<file path="config.mk">
export PLATFORM = sky130hd
export DESIGN_NAME = graph_partition_loader
export DESIGN_NICKNAME = d
export VERILOG_FILES = /design/src/rtl/graph_partition_loader.sv
export SDC_FILE = /design/constraint.sdc
export NUM_CORES = 1
export LEC_CHECK = 0
export CAP_MARGIN = 10
export CORE_AREA = 2 2 276 278
export CTS_BUF_LIST = sky130_fd_sc_hd__clkbuf_4
export CTS_CLUSTER_SIZE = 14
export DETAILED_ROUTE_END_ITERATION = 8
export DIE_AREA = 0 0 278 280
export GPL_ROUTABILITY_DRIVEN = 0
export HOLD_SLACK_MARGIN = 0.06
export SETUP_SLACK_MARGIN = 0.05
export SLEW_MARGIN = 20
export SYNTH_ARGS = -nofsm -noshare
export SYNTH_HDL_FRONTEND = slang
export SYNTH_SLANG_ARGS = --single-unit
</file>
<file path="constraint.sdc">
create_clock -name clock -period 5.5 [get_ports clock]
set_clock_uncertainty 0.1 [all_clocks]
set_input_delay 1.1 -clock clock [delete_from_list [all_inputs] [get_ports clock]]
set_output_delay 1.1 -clock clock [all_outputs]
set_load 0.05 [all_outputs]
</file>
<file path="src/rtl/graph_partition_loader.sv">
`default_nettype none
// ============================================================================
// Module   : graph_partition_loader
// Purpose  : Builds per-partition source/out-degree/destination arrays from a
//            serial edge stream and publishes them to a consumer.
//            Optional LOADER_DEDUP_EN drops edges whose destination is already
//            stored for the same source node.
// Revision : 1.0 - initial release
// ============================================================================
module graph_partition_loader #(
    parameter int NUM_PARTITIONS     = 1,
    parameter int NODES_IN_PARTITION = 4,
    parameter int MAX_OUT_DEGREE     = 3
) (
    input  logic        clock,
    input  logic        reset_n,
    input  logic        edge_valid,
    output logic        edge_ready,
    input  logic [31:0] edge_src,
    input  logic [31:0] edge_dst,
    input  logic        edge_last,
    output logic [NUM_PARTITIONS-1:0][NODES_IN_PARTITION-1:0][31:0] source_id,
    output logic [NUM_PARTITIONS-1:0][NODES_IN_PARTITION-1:0][31:0] out_degree,
    output logic [NUM_PARTITIONS-1:0][NODES_IN_PARTITION-1:0][MAX_OUT_DEGREE-1:0][31:0] dest_id,
    output logic        graph_valid,
    input  logic        graph_ack,
    output logic        overflow_err,
    output logic        range_err
);

    localparam int TOTAL = NUM_PARTITIONS * NODES_IN_PARTITION;
    localparam int IW    = (TOTAL > 1) ? $clog2(TOTAL) : 1;
    localparam int DW    = $clog2(MAX_OUT_DEGREE + 1);
    localparam int SW    = (MAX_OUT_DEGREE > 1) ? $clog2(MAX_OUT_DEGREE) : 1;

    typedef enum logic [1:0] {
        CLEAR   = 2'd0,
        LOAD    = 2'd1,
        PUBLISH = 2'd2
    } state_t;

    state_t state;
    state_t next_state;

    // Node storage is kept flat by global node id, so src indexes it directly
    logic [DW-1:0] deg  [TOTAL];
    logic [31:0]   dest [TOTAL][MAX_OUT_DEGREE];

    logic          accept;
    logic          in_range;
    logic [IW-1:0] idx;
    logic [DW-1:0] cur_deg;
    logic          has_room;
    logic          is_dup;

    assign accept   = edge_valid && edge_ready;
    assign in_range = edge_src < 32'(TOTAL);
    assign idx      = edge_src[IW-1:0];
    assign cur_deg  = deg[idx];
    assign has_room = cur_deg < DW'(MAX_OUT_DEGREE);

`ifdef LOADER_DEDUP_EN
    always_comb begin
        is_dup = 1'b0;
        for (int j = 0; j < MAX_OUT_DEGREE; j++) begin
            if (in_range && (DW'(j) < cur_deg) && (dest[idx][j] == edge_dst)) begin
                is_dup = 1'b1;
            end
        end
    end
`else
    assign is_dup = 1'b0;
`endif

    always_ff @(posedge clock or negedge reset_n) begin
        if (!reset_n) begin
            state <= CLEAR;
        end else begin
            state <= next_state;
        end
    end

    always_comb begin
        next_state  = state;
        edge_ready  = 1'b0;
        graph_valid = 1'b0;
        unique case (state)
            CLEAR: begin
                next_state = LOAD;
            end
            LOAD: begin
                edge_ready = 1'b1;
                if (edge_valid && edge_last) begin
                    next_state = PUBLISH;
                end
            end
            PUBLISH: begin
                graph_valid = 1'b1;
                if (graph_ack) begin
                    next_state = CLEAR;
                end
            end
            default: begin
                next_state = CLEAR;
            end
        endcase
    end

    always_ff @(posedge clock or negedge reset_n) begin
        if (!reset_n) begin
            overflow_err <= 1'b0;
            range_err    <= 1'b0;
            for (int i = 0; i < TOTAL; i++) begin
                deg[i] <= '0;
                for (int j = 0; j < MAX_OUT_DEGREE; j++) begin
                    dest[i][j] <= '0;
                end
            end
        end else if (state == CLEAR) begin
            overflow_err <= 1'b0;
            range_err    <= 1'b0;
            for (int i = 0; i < TOTAL; i++) begin
                deg[i] <= '0;
                for (int j = 0; j < MAX_OUT_DEGREE; j++) begin
                    dest[i][j] <= '0;
                end
            end
        end else if (accept) begin
            if (!in_range) begin
                range_err <= 1'b1;
            end else if (is_dup) begin
                deg[idx] <= cur_deg;
            end else if (has_room) begin
                dest[idx][cur_deg[SW-1:0]] <= edge_dst;
                deg[idx]                   <= cur_deg + 1'b1;
            end else begin
                overflow_err <= 1'b1;
            end
        end
    end

    for (genvar p = 0; p < NUM_PARTITIONS; p++) begin : g_part
        for (genvar n = 0; n < NODES_IN_PARTITION; n++) begin : g_node
            assign source_id[p][n]  = 32'(p * NODES_IN_PARTITION + n);
            assign out_degree[p][n] = 32'(deg[p * NODES_IN_PARTITION + n]);
            for (genvar d = 0; d < MAX_OUT_DEGREE; d++) begin : g_slot
                assign dest_id[p][n][d] = dest[p * NODES_IN_PARTITION + n][d];
            end
        end
    end

endmodule
`default_nettype wire

</file>
==> run_results.csv, run 1 <==
group,metric,value,unit
outcome,status,"complete, no violations",
die,die_w,278,um
final_layout,nFillCells,7606,
sta,whs,0.402,ns
global_routing,grt_pass1_wl,87800,um
cts,cts_tree,"yes",
yosys,synth_top_area_cell,"dfrtp_1",
detailed_routing,drtIter0Drc,770,
power,ir_drop,0.166,mV
sta,tightestPinTransition,1.01,ns
global_routing,grt_overflow,0,
sta,setup_ws,1.26,ns
yosys,ys_seq_area_share,60.3,%
setup_path,timing_worst_setup_path_type,"in2reg",
yosys,syn_inst,1241,
final_layout,nets,1819,
die,coreArea,75200,um2
setup_path,cp_data_arrival_time,4.85,ns
cts,clockBufferDepth,3,
global_routing,grt_pass1_vias,12600,
die,die_h,280,um
cts,cts_resized,0,
global_routing,grt_max_degree,141,
global_routing,grt_use_total,15.3,%
cts,h-tree-depth,3,
yosys,synth.avg_cell_area,13.2,um2
cts,cts_made_buffers,105,
yosys,synth_enable_flop_cells,0,
sta,min_period_over_period,77.0,%
yosys,synth_flop_cell,"dfrtp_1",
detailed_routing,viasPerCell,4.34,
sta,fmax,236,MHz
detailed_routing,ant_nets,0,
die,rows,101,
setup_path,startpoint_type,"primary input",
detailed_routing,wl_per_cell,22.1,um
yosys,synth_warnings,0,
yosys,ys_ff_latch,396,
detailed_routing,vias,12200,
die,io_pins,713,
yosys,post-synth-top-count-cell,"dfrtp_1",
die,fp.dieArea,77800,um2
yosys,yosysTopAreaCellShare,60.3,%
setup_path,path_max_fanout,13,
place,port_buffers,464,
setup_path,crit_path_end_kind,"register",
setup_path,crit_required,6.12,ns
yosys,synth.area.top_cells,"dfrtp_1, a22o_1, buf_4",
die,initial_utilization,21.9,%
job,cap_violations,0,
sta,setup_violations,0,
power,pwr_density_cell,281,nW/um2
sta,min_period,4.24,ns
place,hpwl,43400,um
detailed_routing,totalWireLength,61900,um
sta,rsz0062_at_grt,"false",
cts,clock_latency,0.85,ns
cts,cts-root-buf,"clkbuf_4",
final_layout,synthToLayoutAreaGrowth,39.2,%
power,totalPowerFinal,0.00642,W
final_layout,drive_above_1_share,13.8,%
yosys,syn_area,16400,um2
cts,clock_sinks,396,
yosys,synth_common_cells,"dfrtp_1, a22o_1, buf_4",
global_routing,antenna_found_initial,4,
yosys,async_flop_share,100,%
detailed_routing,drc,0,
place,pre_cts_slack,0.386,ns
cts,clk_pin_slew,0.06,ns
hold_path,hp-class,"reg2reg",
detailed_routing,dr.pass1.iters,5,
sta,tns,0,ns
power,p_leak,10.6,nW
yosys,yosysUniqueCellTypes,32,
sta,max-slew-margin-rel,32.5,%
sta,final-max-slew-violation-count,0,
sta,finalHoldViolCount,0,
==> routing by layer <==
metal  global-route usage, %  wire [um]
met4                    5.36       1470
met3                    4.19       4670
met1                    18.5      24800
met5                       0          0
met2                    26.2      31000
==> cells in the final DEF, fill, tap and decap left out, types with 2 or more instances in the layout <==
cell type,count
buf_4,31
clkdlybuf4s50_1,462
nand2b_1,6
mux2i_1,9
inv_1,4
ha_1,4
nor4_1,3
a31oi_4,3
nor2_1,5
a22o_1,384
or4_1,3
inv_6,3
o21ai_0,3
clkbuf_4,149
nor3_4,3
nor2_4,9
conb_1,248
clkinv_8,2
buf_12,13
or4b_4,3
a21oi_4,9
a31oi_1,2
dfrtp_1,396
nand2_1,14
nor4_2,8
nand4_2,2
clkinv_2,7
clkinv_1,19
diode_2,5
nor2b_1,4
==> timing repair <==
| item | CTS | global route |
|---|---|---|
| buffers inserted | 0 | 0 |
| hold endpoints to repair | 8 | 0 |
| hold buffers | 1 | 0 |
==> cell families after synthesis <==
family	Yosys count	share of synthesized area, %
DFF	396	60.3
AOI/OAI and AO/OA	403	21.1
muxes	11	0.754
adders and majority gates	4	0.305
other	2	0.0457
buffers and inverters	361	14.5
and+or+nand+nor	64	3.03
==> cell type report <==
| class | count | area, um2 | area share, % |
|---|---|---|---|
| clock buffer | 149 | 1120 | 4.89 |
| inverter | 4 | 15.0 | 0.0656 |
| sequential | 396 | 9910 | 43.3 |
| tap | 978 | 1220 | 5.35 |
| clock inverter | 34 | 211 | 0.925 |
| timing repair buffer | 509 | 5150 | 22.5 |
| multi-input combinational | 730 | 5230 | 22.9 |
| antenna | 5 | 12.5 | 0.0547 |
==> stage by stage <==
stage | area, um2 | utilization (%) | std cells
after CTS | 22900 | 30.4 | 2800
after detailed placement | 21500 | 28.6 | 2616
after floorplan | 17400 | - | 1487
final | 22900 | 30.4 | 2805
after global routing | 22900 | 30.4 | 2804
after global placement | 21500 | 28.6 | 2616
==> registers in the layout (all words and copies together), names as in the netlist <==
name	flops
range_err	1
state	2
out_degree	8
overflow_err	1
dest_id	384
==> path summary, 6_finish.rpt <==
kind,startpoint,to,slack [ns],depth (start not counted)
hold reg to reg,dest_id[164],dest_id[164],0.40,1
setup / recovery,edge_src[0],dest_id[157],1.26,11
setup reg to reg,out_degree[32],dest_id[157],1.81,10
max in group asynchronous,reset_n,dest_id[347],3.23,3
hold / removal,dest_id[164],dest_id[164],0.40,1
min in group asynchronous,reset_n,out_degree[32],0.75,2
==> power breakdown <==
part | internal (W) | total (W) | switching (W) | leakage (nW)
registers | 0.00292 | 0.00292 | 0.00000574 | 5.53
logic | 0.000115 | 0.000872 | 0.000757 | 4.26
clock network | 0.00131 | 0.00262 | 0.00131 | 0.788
==> worst max-delay path, cell delays in order <==
cell,delay (ns)
clkdlybuf4s50_1,0.60
mux2_2,0.36
o21ai_0,0.35
inv_1,0.13
ha_1,0.25
inv_1,0.06
a21boi_0,0.26
nor4_2,0.90
a21oi_4,0.34
buf_12,0.26
a22o_1,0.23
Note: power is estimated with default switching activity, not from simulation.
==> inputs of run 2 (changes only) <==
==> constraint.sdc (replaced) <==
create_clock -name clock -period 4.1 [get_ports clock]
set_clock_uncertainty 0.1 [all_clocks]
set_input_delay 0.82 -clock clock [delete_from_list [all_inputs] [get_ports clock]]
set_output_delay 0.82 -clock clock [all_outputs]
set_load 0.05 [all_outputs]
==> run 2 against run 1 <==
Effect of this change:
- power increased by 36%
- worst setup slack got worse by 0.52 ns
- routed wire length decreased by 1.1%
- combinational power increased by 40%
- hold slack improved by 0.0011 ns
- sequential share of layout area decreased by 0.90 points
- global-route usage decreased by 0.25 points
- critical path depth decreased by 1
- flip-flop and latch count unchanged
- sequential power increased by 34%
- core utilization increased by 0.64 points
- critical path type unchanged
- largest cell class unchanged
==> run_results.csv, run 2 (synthesized netlist as in run 1, its figures left out) <==
group,metric,value,unit
outcome,status,"complete, no violations",
setup_path,crit_required,4.75,ns
power,totalPowerFinal,0.00873,W
detailed_routing,viasPerCell,4.33,
final_layout,mostFrequentLayoutCells,"clkdlybuf4s50_1, dfrtp_1, a22o_1, conb_1, clkbuf_4",
final_layout,nets,1845,
place,hpwl,43600,um
sta,fmax,298,MHz
final_layout,largest_register_ffs,384,
cts,cts_setup_buffers,0,
global_routing,grt_pass1_vias,12500,
detailed_routing,drtIter0Drc,819,
die,die_w,278,um
global_routing,grt_use_total,15.1,%
sta,tightestPinTransition,1.09,ns
detailed_routing,ant_nets,0,
sta,final-max-slew-violation-count,0,
setup_path,path_max_fanout,32,
detailed_routing,vias,12300,
place,port_buffers,464,
final_layout,layout_commonest_cell,"clkdlybuf4s50_1",
final_layout,drive_above_1_share,15.1,%
place,placed_cell_area,21900,um2
cts,clockBufferDepth,3,
setup_path,slowest_delay,0.84,ns
sta,min_period,3.36,ns
sta,min_period_over_period,81.9,%
setup_path,cp_data_arrival_time,4.01,ns
setup_path,cp_common_cell,"buf_4",
sta,finalHoldViolCount,0,
global_routing,antenna_found_initial,3,
die,coreArea,75200,um2
die,initial_utilization,21.9,%
final_layout,final_cell_area,23400,um2
power,p_leak,10.8,nW
place,dp_cells,2637,
final_layout,synthToLayoutAreaGrowth,42.1,%
final_layout,nFillCells,7588,
die,die_h,280,um
detailed_routing,dr.pass1.iters,5,
setup_path,crit_slowest_cell,"a21oi_4",
detailed_routing,totalWireLength,61300,um
power,ir_drop,0.170,mV
job,cap_violations,0,
cts,cts_tree,"yes",
cts,h-tree-depth,3,
cts,clock_sinks,396,
die,fp.dieArea,77800,um2
power,pwr_density_cell,374,nW/um2
detailed_routing,wl_per_cell,21.6,um
setup_path,timing_worst_setup_path_type,"in2reg",
global_routing,grt_overflow,0,
sta,max-slew-margin-rel,27.4,%
global_routing,grt_max_degree,87,
global_routing,grt_pass1_wl,86900,um
cts,cts_made_buffers,108,
setup_path,startpoint_type,"primary input",
cts,cts-root-buf,"clkbuf_4",
detailed_routing,drc,0,
die,io_pins,713,
cts,clk_pin_slew,0.06,ns
final_layout,stdcell_count,2836,
cts,clock_latency,0.81,ns
setup_path,path_cells,"clkdlybuf4s50_1 > buf_4 > mux4_2 > ha_1 > inv_1 > a21boi_0 > nor4_2 > buf_4 > a21oi_4 > a22o_1",
hold_path,hp-class,"reg2reg",
sta,rsz0062_at_grt,"false",
setup_path,crit_path_end_kind,"register",
sta,whs,0.403,ns
cts,cts_resized,0,
sta,setup_violations,0,
die,rows,101,
run 2: critical path, delay by kind of cell:
family                     cells  cell delay (ns)
adders and majority gates      1             0.19
buffers and inverters          4             0.92
AOI/OAI and AO/OA              3             1.60
and+or+nand+nor                1             0.09
muxes                          1             0.35
run 2: per-stage QoR:
step | setup WS (ns) | TNS [ns] | util (%)
floorplan | 0.270 | 0 | -
global placement | -0.0601 | -5.01 | 29.1
detailed placement | -0.105 | -7.15 | 29.1
CTS | 0.623 | 0 | 31.0
global route | 0.552 | 0 | 31.1
finish | 0.742 | 0 | 31.1
run 2: layer usage:
layer | part of all wire [%] | global-route usage, % | routed length (um) | vias to the layer above
met5 | 0 | 0 | 0 | -
met4 | 2.7 | 5.63 | 1640 | 0
met3 | 6.7 | 4.19 | 4120 | 105
met2 | 50 | 25.6 | 30800 | 620
met1 | 40 | 18.1 | 24700 | 6367
li1 | - | - | - | 5185
run 2: report_power, final:
group	leakage [nW]	internal [W]	switching, W
logic	4.46	0.000194	0.00102
registers	5.53	0.00391	0.00000763
clock network	0.831	0.00183	0.00176
run 2: cell type report:
| cell class | instances | area, um2 | share of cell area [%] |
|---|---|---|---|
| flip-flops and latches | 396 | 9910 | 42.4 |
| repair buffers | 532 | 5580 | 23.9 |
| multi-input cells | 730 | 5230 | 22.4 |
| well taps | 978 | 1220 | 5.24 |
| clock buffers | 156 | 1170 | 5.01 |
| clock inverters | 37 | 216 | 0.927 |
| inverters | 4 | 15.0 | 0.0643 |
| diodes | 3 | 7.51 | 0.0321 |
run 2: what timing repair did:
item | in CTS | in global routing
endpoints found under the setup margin | 0 | 0
hold buffers | 1 | 0
endpoints found under the hold margin | 66 | 0
run 2: path summary, 6_finish.rpt:
| kind | from | endpoint | slack (ns) | cells past startpoint |
|---|---|---|---|---|
| setup / recovery | edge_src[0] | dest_id[264] | 0.74 | 10 |
| hold / removal | dest_id[383] | dest_id[383] | 0.40 | 1 |
| setup reg to reg | out_degree[96] | dest_id[264] | 1.01 | 11 |
| hold reg to reg | dest_id[383] | dest_id[383] | 0.40 | 1 |
| max in group asynchronous | reset_n | dest_id[270] | 2.34 | 4 |
| min in group asynchronous | reset_n | dest_id[236] | 0.44 | 2 |
